File: src/rtl/mi_arbiter.sv
// mi_arbiter: round-robin share of the single QSPI memory interface between
// N_REQ requesters. One transaction is in flight at a time, and the grant is
// held from command acceptance until the controller signals the last beat.
module mi_arbiter #(
    parameter int N_REQ = 2,
    parameter int AW    = 24,
    parameter int LW    = 7
) (
    input  logic                clk,
    input  logic                rst,
    input  logic [N_REQ*AW-1:0] u_addr,
    input  logic [N_REQ*LW-1:0] u_len,
    input  logic [N_REQ-1:0]    u_rw,
    input  logic [N_REQ-1:0]    u_valid,
    output logic [N_REQ-1:0]    u_ready,
    input  logic [N_REQ*32-1:0] u_wdata,
    output logic [N_REQ-1:0]    u_wack,
    output logic [N_REQ-1:0]    u_wlast,
    output logic [31:0]         u_rdata,
    output logic [N_REQ-1:0]    u_rstb,
    output logic [N_REQ-1:0]    u_rlast,
    output logic [AW-1:0]       mi_addr,
    output logic [LW-1:0]       mi_len,
    output logic                mi_rw,
    output logic                mi_valid,
    input  logic                mi_ready,
    output logic [31:0]         mi_wdata,
    input  logic                mi_wack,
    input  logic                mi_wlast,
    input  logic [31:0]         mi_rdata,
    input  logic                mi_rstb,
    input  logic                mi_rlast
);

    localparam int GW = (N_REQ > 2) ? 2 : 1;

    typedef enum logic [1:0] {
        IDLE = 2'd0,
        CMD  = 2'd1,
        DATA = 2'd2
    } state_t;

    state_t          state_q, state_d;
    logic [GW-1:0]   grant_q, grant_d;
    logic [GW-1:0]   lastGrant_q, lastGrant_d;
    logic            curRw_q, curRw_d;

    logic [GW-1:0]   rrPick;
    logic            rrFound;

    logic [AW-1:0]   addrArr  [N_REQ];
    logic [LW-1:0]   lenArr   [N_REQ];
    logic [31:0]     wdataArr [N_REQ];

    // Slice the flattened requester buses into per-requester arrays.
    for (genvar g = 0; g < N_REQ; g++) begin : g_unpack
        assign addrArr[g]  = u_addr[g*AW +: AW];
        assign lenArr[g]   = u_len[g*LW +: LW];
        assign wdataArr[g] = u_wdata[g*32 +: 32];
    end

    // Read data is broadcast; only the strobes say who it belongs to.
    assign u_rdata = mi_rdata;

    // Round-robin search starting just after the last requester served.
    always_comb begin
        int idx;
        rrPick  = '0;
        rrFound = 1'b0;
        idx     = 0;
        for (int k = 1; k <= N_REQ; k++) begin
            idx = (int'(lastGrant_q) + k) % N_REQ;
            if (!rrFound && u_valid[GW'(idx)]) begin
                rrPick  = GW'(idx);
                rrFound = 1'b1;
            end
        end
    end

    // State register; reset makes requester 0 the first winner.
    always_ff @(posedge clk or posedge rst) begin
        if (rst) begin
            state_q     <= IDLE;
            grant_q     <= '0;
            lastGrant_q <= GW'(N_REQ - 1);
            curRw_q     <= 1'b0;
        end else begin
            state_q     <= state_d;
            grant_q     <= grant_d;
            lastGrant_q <= lastGrant_d;
            curRw_q     <= curRw_d;
        end
    end

    // Next-state logic and the granted-port steering of all handshakes.
    always_comb begin
        state_d     = state_q;
        grant_d     = grant_q;
        lastGrant_d = lastGrant_q;
        curRw_d     = curRw_q;

        mi_addr  = addrArr[grant_q];
        mi_len   = lenArr[grant_q];
        mi_rw    = u_rw[grant_q];
        mi_wdata = wdataArr[grant_q];
        mi_valid = 1'b0;
        u_ready  = '0;
        u_rstb   = '0;
        u_rlast  = '0;
        u_wack   = '0;
        u_wlast  = '0;

        case (state_q)
            IDLE: begin
                if (rrFound) begin
                    grant_d = rrPick;
                    state_d = CMD;
                end
            end
            CMD: begin
                mi_valid         = u_valid[grant_q];
                u_ready[grant_q] = mi_ready;
                if (u_valid[grant_q] && mi_ready) begin
                    lastGrant_d = grant_q;
                    curRw_d     = u_rw[grant_q];
                    state_d     = DATA;
                end else if (!u_valid[grant_q]) begin
                    state_d = IDLE;
                end
            end
            DATA: begin
                if (curRw_q) begin
                    u_rstb[grant_q]  = mi_rstb;
                    u_rlast[grant_q] = mi_rlast;
                    if (mi_rstb && mi_rlast) begin
                        state_d = IDLE;
                    end
                end else begin
                    u_wack[grant_q]  = mi_wack;
                    u_wlast[grant_q] = mi_wlast;
                    if (mi_wack && mi_wlast) begin
                        state_d = IDLE;
                    end
                end
            end
            default: begin
                state_d = IDLE;
            end
        endcase
    end

endmodule

File: config.mk
export PLATFORM = sky130hd
export DESIGN_NAME = mi_arbiter
export DESIGN_NICKNAME = d
export VERILOG_FILES = /design/src/rtl/mi_arbiter.sv
export SDC_FILE = /design/constraint.sdc
export NUM_CORES = 1
export LEC_CHECK = 0
export ABC_AREA = 1
export CORE_AREA = 2 2 106 108
export DETAILED_ROUTE_END_ITERATION = 8
export DIE_AREA = 0 0 108 110
export GPL_TIMING_DRIVEN = 0
export SETUP_SLACK_MARGIN = 0.5
export SLEW_MARGIN = 20
export SYNTH_ARGS = -nofsm -noshare
export SYNTH_HDL_FRONTEND = slang
export SYNTH_SLANG_ARGS = --single-unit
File: constraint.sdc
create_clock -name clk -period 3.58 [get_ports clk]
set_clock_uncertainty 0.2 [all_clocks]
set_input_delay 1.074 -clock clk [delete_from_list [all_inputs] [get_ports clk]]
set_output_delay 1.074 -clock clk [all_outputs]
set_load 0.02 [all_outputs]
-- Word-level counts from Yosys, hierarchy flattened
Index checks and enable logic that the tools add are counted.
- bits in registers: 5
- bits of input ports: 169
- eq/ne operators: 6
- mux-type cells: 40
- reduce and logical (&&, ||, !) cells: 10
- bitwise logic cells: 6
- add/sub/neg operators: 2
- order comparisons: 5
- operators by type and width (operator ; number):
    32-bit two-way mux ; 3
    24-bit two-way mux ; 3
    2-bit two-way mux ; 15
    7-bit two-way mux ; 3
    1-bit two-way mux ; 14
    2-bit AND ; 5
    3-bit inequality test, second input constant ; 3
    1-bit by 3-bit < comparator with 1-bit output, second input constant ; 2
    2-bit case mux with 3 select lines ; 1
    1-bit logical AND ; 5
    2-bit AND reduction ; 2
    4-bit AND reduction ; 1
    1-bit adder, second input constant ; 2
    2-bit by 1-bit == test with 1-bit output, second input constant ; 1
    2-bit == test, second input constant ; 1
    2-bit >= comparator, second input constant ; 1
    2-bit logical NOT ; 1
    1-bit by 2-bit < comparator with 1-bit output, second input constant ; 1
    2-bit inequality test, second input constant ; 1
    1-bit inverter with 2-bit output ; 1
    1-bit demux with 1-bit select ; 1
    1-bit >= comparator, second input constant ; 1
    1-bit logical NOT ; 1

-- Logic depth before layout (Yosys ltp)
Gate-level depths: netlist of the first run.
- depth in word-level cells: 10
- mapped depth: 7
- mapped depth without buffers: 6

-- Least setup slack after synthesis of the first run
Ideal clock, no wire load.
- kind: input to output
- start: input mi_wack
- end: output u_wack[0]
- setup slack: 0.499 ns
- required time: 2.306 ns
- buffers on the path: 0
- arrival time: 1.807 ns
- stages on the path: 2
- path through: inv_1 > nor4_1
- cells in the longest elaborated chain, start to end: 3
- RTL lines (what ; line ; source):
    start, declared ; 28 ; input logic mi_wack,
    2-bit AND (no source line) ; -- ;
    2-bit two-way mux ; 132 ; if (curRw_q) begin
    2-bit two-way mux ; 113 ; case (state_q)
    end, declared ; 17 ; output logic [N_REQ-1:0] u_wack,
No other way between the ends.

-- Worst setup path after layout of the first run
- start: input u_len[9]
- end: output mi_len[2]
- cells in the longest elaborated chain, start to end: 3
- RTL lines (what ; line ; source):
    start, declared ; 12 ; input logic [N_REQ*LW-1:0] u_len,
    7-bit two-way mux (not written as such) (3 in series) ; 103 ; mi_len = lenArr[grant_q];
    end, declared ; 23 ; output logic [LW-1:0] mi_len,
No other way between the ends. The select of a mux whose other input is x is not followed.

==> flow_metrics.tcl, run 1 <==
set metrics [dict create \
    outcome "complete, no violations" \
    rrSetupSlack_ns 1.87 \
    wl_met1_um 3480 \
    stdcell_count 682 \
    maxUsedRoutingLayer "met4" \
    insertion_delay_ns 0.23 \
    synth.distinct_cells 16 \
    first_iter_violations 81 \
    synth_area_leader_cell "nand2_1" \
    p_sw_mw 1.33 \
    portBuffers 243 \
    sw_frac_of_total_pct 53.2 \
    synth.area.top_cells "nand2_1, buf_4, dfrtp_1" \
    row_count 38 \
    io_pins 276 \
    cp_cell_sequence "clkdlybuf4s50_1 -> nand2_1 -> nand2_1 -> buf_6" \
    vias 2653 \
    grt_pass1_vias 2466 \
    antenna_found_initial 0 \
    crit_cells 4 \
    place_inst 671 \
    fin_crit_sh_pct 86.1 \
    power.share.combinational_pct 91.8 \
    initial_utilization_pct 12.9 \
    fillers 1124 \
    first_pass_iters 4 \
    hold_violations 0 \
    dr_wl_met2_um 5140 \
    die_area_mm2 0.0119 \
    worstMarginPinSlew_ns 0.486 \
    drv_slew 0 \
    reg2reg_from "grant_q" \
    htreeDepth 1 \
    die_y_um 110 \
    critPathMaxFanout 1 \
    area_delta_synth_final_pct 216 \
    critical_path_class "input pin to output pin" \
    grt_usage_pct 13.3 \
    p_clk_share_pct 4.3 \
    crit_buf_inv 2 \
    n_antenna_cell 0 \
    drc_errors 0 \
    ir_worst_vdd_uv 272 \
    core_mm2 0.0107 \
    power.density_mw_per_mm2 573 \
    min_period_ns 3.08 \
    multi_input_area_um2 985 \
    internal-power_mw 1.17 \
    slowest_stage "clkdlybuf4s50_1" \
    cts_root_buf "clkbuf_8" \
    setup_viol 0 \
    worstRegToRegCells 10 \
    clk_pin_slew_ns 0.04 \
    critical_path_required_ns 2.31 \
    register_area_um2 126 \
    synth_seq_cells 5 \
    cp_top_family "buffers and inverters" \
    drive_above_1_share_pct 28.8 \
    clk_path_buf_depth 2 \
    avgViaCountPerCell 3.89 \
    tns_ns 0 \
    cp-end-kind "output pin" \
    cts.sinks 5 \
    synth_top_area_share_pct 55.3 \
    hp-start "lastGrant_q" \
    hold_depth 2 \
    timing.rr.end "state_q[0]" \
    final_core_util_pct 40.9 \
    drt-total-wl_um 9370 \
    synth_nets 457 \
    cp_common_cell "nand2_1" \
    hold_buffers 0 \
    arrival_ns 1.81 \
    yosysWarnings 0 \
    synth_area_per_cell_um2 4.81 \
    synth_area_mm2 0.00139 \
    ys_seq_area_share_pct 9.12 \
    worst_setup_path_start_kind "input pin" \
    hp-class "flop to flop" \
    final_antenna_net_count 0 \
    rsz0062_at_grt "true" \
    wl_per_cell_um 13.7 \
    grt_pass1_wl_um 12400 \
    post-dp-hpwl_um 7580 \
    leakagePower_nw 2.82 \
    seq_power_share_pct 3.9 \
    max_slew_margin_pct 67.5 \
    drv_cap 0 \
    place_congestion 0.822 \
    hold_end "lastGrant_q" \
    die_w_um 108 \
    syn_inst 288 \
    fin_nets 712 \
    final_common_cell "nand2_1" \
    fmax_ghz 0.325 \
    cts_tree "yes" \
    setup_ws_ns 0.499 \
    post-place-ws_ns -0.292 \
    grt_overflow 0 \
    dr_wl_met3_um 645 \
    max_stage_delay_ns 0.46 \
    numCtsBuffers 3 \
    grt_max_degree 11 \
    layout_common_cells "nand2_1, dlymetal6s2s_1, clkdlybuf4s50_1" \
]
worst max path at each step:
stage / from / slack (ns) / to
final: u_len[9] / 0.50 / mi_len[2]
after CTS: u_len[0] / 0.50 / mi_len[0]
after floorplan: mi_rlast / 0.52 / u_rlast[0]
after detailed placement: mi_rlast / -0.29 / u_rlast[1]
after global routing: u_wdata[62] / 0.49 / mi_wdata[30]
after global placement: mi_rlast / -0.28 / u_rlast[1]
synth_stat cells (all sizes together):
| cell type | count |
|---|---|
| buf | 42 |
| inv | 11 |
| nand3 | 4 |
| nor4 | 8 |
| a21oi | 1 |
| clkbuf | 6 |
| nor3 | 3 |
| nand4 | 2 |
| o21ai | 2 |
| nand2 | 204 |
| dfrtp | 4 |
| dfstp | 1 |
registers in the layout, summed over array words and instances, names as in the netlist:
name / flops
state_q: 2
grant_q: 1
curRw_q: 1
lastGrant_q: 1
kinds of logic after synthesis:
| kind of cell | Yosys count | synth area share [%] |
|---|---|---|
| compound gates | 3 | 1.08 |
| flops | 5 | 9.12 |
| buf+inv | 59 | 26.6 |
| simple gates | 221 | 63.2 |
stage by stage:
| step | cell area [um^2] | power [mW] | hold slack [ns] |
|---|---|---|---|
| after floorplan | 1400 | 1.19 | 0.242 |
| after global placement | 4010 | 2.22 | 0.252 |
| after detailed placement | 4010 | 2.23 | 0.254 |
| after CTS | 4020 | 2.38 | 0.260 |
| after global routing | 4380 | 2.68 | 0.303 |
| final | 4380 | 2.51 | 0.260 |
power by group through the flow:
stage / clock network (mW) / registers [mW] / logic (mW)
finish: 0.108 / 0.0984 / 2.30
global route: 0.115 / 0.100 / 2.47
CTS: 0.109 / 0.0986 / 2.18
detailed placement: 0 / 0.0985 / 2.13
global placement: 0 / 0.0977 / 2.12
floorplan: 0 / 0.0957 / 1.10
worst min-delay path: cells and delay by family (launching register included):
kind,cells,cell delay [ns]
DFF,1,0.36
and+or+nand+nor,2,0.09
metal layers:
layer	global-route usage (%)	vias to the layer above
met5	0	-
met4	2.38	0
met3	2.41	10
met2	26.5	116
met1	14.6	1183
li1	-	1344
final cells by class:
| cell class | count | share of cell area, % |
|---|---|---|
| well taps | 140 | 4.00 |
| repair buffers | 250 | 61.2 |
| inverters | 11 | 0.943 |
| clock buffers | 4 | 1.03 |
| multi-input cells | 224 | 22.5 |
| plain buffers | 48 | 7.46 |
| flip-flops and latches | 5 | 2.89 |
repair_timing:
action,4_1_cts,5_1_grt
endpoints found under the setup margin,75,62
hold endpoints to repair,0,0
setup buffers,7,0
gates resized for setup,453,122
pin swaps,29,64
No activity file was read; power rests on OpenSTA's default activity.
==> run 2: changes to the inputs <==
--- a/config.mk
+++ b/config.mk
@@ -5,10 +5,9 @@
 export SDC_FILE = /design/constraint.sdc
 export NUM_CORES = 1
 export LEC_CHECK = 0
-export ABC_AREA = 1
-export CORE_AREA = 2 2 106 108
+export CORE_AREA = 2 2 107 109
 export DETAILED_ROUTE_END_ITERATION = 8
-export DIE_AREA = 0 0 108 110
+export DIE_AREA = 0 0 109 111
 export GPL_TIMING_DRIVEN = 0
 export SETUP_SLACK_MARGIN = 0.5
 export SLEW_MARGIN = 20
==> constraint.sdc (replaced) <==
create_clock -name clk -period 3.58 [get_ports clk]
set_clock_uncertainty 0.2 [all_clocks]
set_input_delay 0.716 -clock clk [delete_from_list [all_inputs] [get_ports clk]]
set_output_delay 0.716 -clock clk [all_outputs]
set_load 0.02 [all_outputs]
==> flow_metrics.tcl, run 2 <==
set metrics [dict create \
    outcome "complete, no violations" \
    row_count 39 \
    synth_seq_cells 5 \
    power.density_mw_per_mm2 480 \
    ir_worst_vdd_uv 212 \
    yosysWarnings 0 \
    htreeDepth 1 \
    largest_reg_flops 2 \
    grt_pass1_wl_um 10700 \
    antenna_found_initial 0 \
    grt_usage_pct 11.3 \
    place_congestion 0.747 \
    fillers 1116 \
    synthTopCellsByCount "mux2_2, buf_4, nor2_1, mux2_4, nand2_1" \
    portBuffers 243 \
    power.share.combinational_pct 84.7 \
    cp-end-kind "output pin" \
    register_area_um2 126 \
    layout_common_cells "clkdlybuf4s50_1, mux2_2, buf_4" \
    synth.area.top_cells "mux2_2, buf_4, mux2_4" \
    synth_edf_count 0 \
    multi_input_area_um2 962 \
    fin_nets 563 \
    sw_frac_of_total_pct 40.2 \
    largest_register "state_q" \
    first_iter_violations 48 \
    post-dp-hpwl_um 6580 \
    n_antenna_cell 0 \
    cts_root_buf "clkbuf_16" \
    worstMarginPinSlew_ns 0.320 \
    clk_path_buf_depth 2 \
    first_pass_iters 4 \
    grt_max_degree 11 \
    hold_slack_ns 0.307 \
    synth_top_area_share_pct 46.2 \
    synth_nets 315 \
    tns_ns 0 \
    area_delta_synth_final_pct 190 \
    ys_seq_area_share_pct 8.93 \
    p_sw_uw 793 \
    hold_violations 0 \
    max_slew_margin_pct 78.6 \
    rrSetupSlack_ns 2.09 \
    drv_slew 0 \
    wl_per_cell_um 13.9 \
    worst_setup_path_start_kind "input pin" \
    die_w_um 109 \
    drive_above_1_share_pct 28.8 \
    setup_viol 0 \
    critical_path_required_ns 2.66 \
    cts.sinks 5 \
    p_clk_share_pct 9.1 \
    seq_power_share_pct 6.2 \
    cts_tree "yes" \
    syn_inst 146 \
    critPathMaxFanout 3 \
    drc_errors 0 \
    synth_most_common_cell "mux2_2" \
    fin_crit_sh_pct 83.7 \
    arrival_ns 2.08 \
    min_period_ns 3.00 \
    die_y_um 111 \
    internal-power_mw 1.18 \
    die_area_mm2 0.0121 \
    synth_ff_type "dfrtp_1" \
    final_antenna_net_count 0 \
    avgViaCountPerCell 3.69 \
    synth_area_per_cell_um2 9.69 \
    clk_pin_slew_ns 0.03 \
    numCtsBuffers 3 \
    hp-class "flop to flop" \
    vias 1978 \
    leakagePower_nw 1.65 \
    initial_utilization_pct 12.8 \
    final_common_cell "clkdlybuf4s50_1" \
    core_mm2 0.0111 \
    synth.distinct_cells 21 \
    critical_path_class "input pin to output pin" \
    fmax_ghz 0.334 \
    insertion_delay_ns 0.22 \
    drt-total-wl_um 7420 \
    io_pins 276 \
    synth_area_leader_cell "mux2_2" \
    synthArstFlopShare_pct 100 \
    grt_pass1_vias 2053 \
    rsz0062_at_grt "false" \
    synth_area_mm2 0.00142 \
    postCtsSetupRepairBufs 0 \
    drv_cap 0 \
    grt_overflow 0 \
]
==> run 2: metrics by stage <==
| stage | area (um^2) | util (%) | setup WS (ns) | total power [mW] | instances |
|---|---|---|---|---|---|
| floorplan | 1420 | - | 1.27 | 1.09 | 146 |
| CTS | 4100 | 37.0 | 0.520 | 2.00 | 536 |
| finish | 4110 | 37.1 | 0.585 | 1.97 | 536 |
| global route | 4110 | 37.1 | 0.528 | 2.09 | 536 |
| detailed placement | 4030 | 36.3 | 0.388 | 1.81 | 532 |
| global placement | 4030 | 36.3 | 0.445 | 1.81 | 532 |
==> run 2: logic make-up (layout without fill, tap and decap cells) <==
kind of cell / Yosys count / after routing / synth area share, %
muxes: 66 / 66 / 54.6
DFF: 5 / 5 / 8.93
buffers and inverters: 43 / 290 / 23.1
AOI/OAI and AO/OA: 5 / 5 / 3.27
and+or+nand+nor: 27 / 27 / 10.1
==> run 2: cell type report <==
| type | instances | area share (%) |
|---|---|---|
| repair buffers | 243 | 59.3 |
| flip-flops and latches | 5 | 3.08 |
| plain buffers | 40 | 7.68 |
| clock buffers | 4 | 1.92 |
| well taps | 143 | 4.36 |
| inverters | 3 | 0.274 |
| multi-input cells | 98 | 23.4 |
==> run 2: power by group through the flow <==
stage                     combinational (mW)  clock, mW  sequential, mW
after floorplan                        0.977          0           0.114
after global placement                  1.69          0           0.122
after detailed placement                1.69          0           0.123
after CTS                               1.70      0.183           0.123
after global routing                    1.77      0.191           0.128
final                                   1.67      0.180           0.122
==> run 2: final timing paths <==
kind,start,to,cells after the start
max in group asynchronous,rst,lastGrant_q,2
hold / removal,lastGrant_q,grant_q,1
min in group asynchronous,rst,curRw_q,2
setup reg to reg,grant_q,curRw_q,4
setup / recovery,mi_ready,u_ready[1],4
hold reg to reg,lastGrant_q,grant_q,1
==> run 2: repair_timing <==
| action | 4_1_cts | 5_1_grt |
|---|---|---|
| endpoints found under the setup margin | 1 | 1 |
| gates resized for setup | 1 | 1 |
| hold buffers | 0 | 0 |
==> run 2: critical path: stages <==
cell	delay (ns)
clkdlybuf4s50_1	0.54
nand3b_4	0.12
nor2_1	0.10
clkdlybuf4s50_1	0.61
==> run 2: layer usage <==
layer | part of all wire (%) | wire length (um) | global-route usage (%)
met1 | 37 | 2750 | 12.6
met2 | 54 | 3980 | 21.8
met3 | 9.1 | 677 | 2.94
met4 | 0.13 | 10 | 0.769
met5 | 0 | 0 | 0
==> run 3: changes to the inputs <==
==> constraint.sdc (replaced) <==
create_clock -name clk -period 3.01 [get_ports clk]
set_clock_uncertainty 0.2 [all_clocks]
set_input_delay 0.602 -clock clk [delete_from_list [all_inputs] [get_ports clk]]
set_output_delay 0.602 -clock clk [all_outputs]
set_load 0.02 [all_outputs]
==> flow_metrics.tcl, run 3 (synthesis results as in run 2) <==
set metrics [dict create \
    drv_slew 0 \
    outcome "complete, no violations" \
    tns_ns 0 \
    wl_per_cell_um 13.8 \
    layout_common_cells "clkdlybuf4s50_1, dlygate4sd2_1, mux2_2" \
    hold_slack_ns 0.306 \
    insertion_delay_ns 0.22 \
    grt_pass1_wl_um 10700 \
    place_inst 532 \
    max_slew_margin_pct 79.6 \
    htreeDepth 1 \
    grt_overflow 0 \
    portBuffers 243 \
    largest_reg_flops 2 \
    clk_pin_slew_ns 0.03 \
    n_antenna_cell 0 \
    critPathMaxFanout 2 \
    ir_worst_vdd_uv 256 \
    post-dp-hpwl_um 6580 \
    rsz0062_at_grt "true" \
    io_pins 276 \
    leakagePower_nw 1.74 \
    numCtsBuffers 3 \
    hp-class "flop to flop" \
    critical_path_required_ns 2.21 \
    crit_buf_inv 2 \
    row_count 39 \
    cp_cell_sequence "clkdlybuf4s50_1 -> nand2_1 -> a211oi_1 -> buf_4" \
    first_pass_iters 4 \
    die_area_mm2 0.0121 \
    critical_path_class "input pin to output pin" \
    drv_cap 0 \
    max_stage_delay_ns 0.49 \
    core_mm2 0.0111 \
    die_y_um 111 \
    final_core_util_pct 36.3 \
    avgViaCountPerCell 3.69 \
    place_congestion 0.747 \
    clk_path_buf_depth 2 \
    final_common_cell "clkdlybuf4s50_1" \
    grt_max_degree 11 \
    cp-end-kind "output pin" \
    setup_viol 0 \
    drt-total-wl_um 7410 \
    fin_crit_sh_pct 82.8 \
    grt_usage_pct 11.3 \
    antenna_found_initial 0 \
    fmax_ghz 0.401 \
    drc_errors 0 \
    grt_pass1_vias 2042 \
    drive_above_1_share_pct 30.5 \
    min_period_ns 2.49 \
    cts_root_buf "clkbuf_16" \
    first_iter_violations 41 \
    cp_top_family "buffers and inverters" \
    initial_utilization_pct 12.8 \
    cts.sinks 5 \
    largest_register "state_q" \
    hold_violations 0 \
    place_area_mm2 0.00403 \
    power.density_mw_per_mm2 539 \
    area_delta_synth_final_pct 184 \
    worstMarginPinSlew_ns 0.305 \
    worst_setup_path_start_kind "input pin" \
    stdcell_count 537 \
    final_antenna_net_count 0 \
    slowest_stage "clkdlybuf4s50_1" \
    arrival_ns 1.69 \
    fin_nets 564 \
    design_area_mm2 0.00402 \
    cts_tree "yes" \
    vias 1980 \
    hold_buffers 0 \
    die_w_um 109 \
]
[run 3: final timing paths]
path / slack (ns) / start / depth (start not counted) / endpoint
worst max-delay path: 0.52 / u_valid[1] / 4 / mi_valid
worst min-delay path: 0.31 / lastGrant_q / 1 / grant_q
worst max register to register: 1.50 / grant_q / 4 / curRw_q
worst min register to register: 0.31 / lastGrant_q / 1 / grant_q
max in group asynchronous: 1.99 / rst / 2 / lastGrant_q
min in group asynchronous: 0.39 / rst / 2 / curRw_q
[run 3: power by group]
group / total (mW) / leakage (nW) / internal [mW] / switching (mW)
sequential: 0.145 / 0.0592 / 0.105 / 0.0399
combinational: 1.81 / 1.65 / 0.951 / 0.856
clock: 0.214 / 0.0382 / 0.175 / 0.0389
total: 2.17 / 1.74 / 1.23 / 0.935
[run 3: final cells by class]
type,count,area (um^2)
sequential,5,126
multi-input combinational,98,962
clock buffer,4,78.8
buffer,40,319
timing repair buffer,244,2340
fill,1160,7060
inverter,3,11.3
tap,143,179
[run 3: worst register-to-register path, cell delays in order, from the launching register on]
cell and delay [ns]:
dfrtp_1 0.36, buf_6 0.15, buf_4 0.14, mux2_4 0.29, mux2_4 0.25
[run 3: metal layers]
layer	vias up	routed length [um]	global-route usage, %
met5	-	0	0
met4	0	10	0.769
met3	2	651	2.82
met2	124	3990	21.7
met1	881	2760	12.7
li1	973	-	-
[run 3: through the flow]
step	setup WS (ns)	power, mW
finish	0.519	2.17
global route	0.443	2.31
detailed placement	0.0457	2.15
CTS	0.343	2.19
global placement	0.103	2.15
floorplan	0.924	1.30
[run 3: repair_timing]
item,4_1_cts,5_1_grt
gates resized for setup,77,20
gates cloned,0,0
buffers inserted,0,1
pin swaps,0,0
endpoints found under the setup margin,75,12
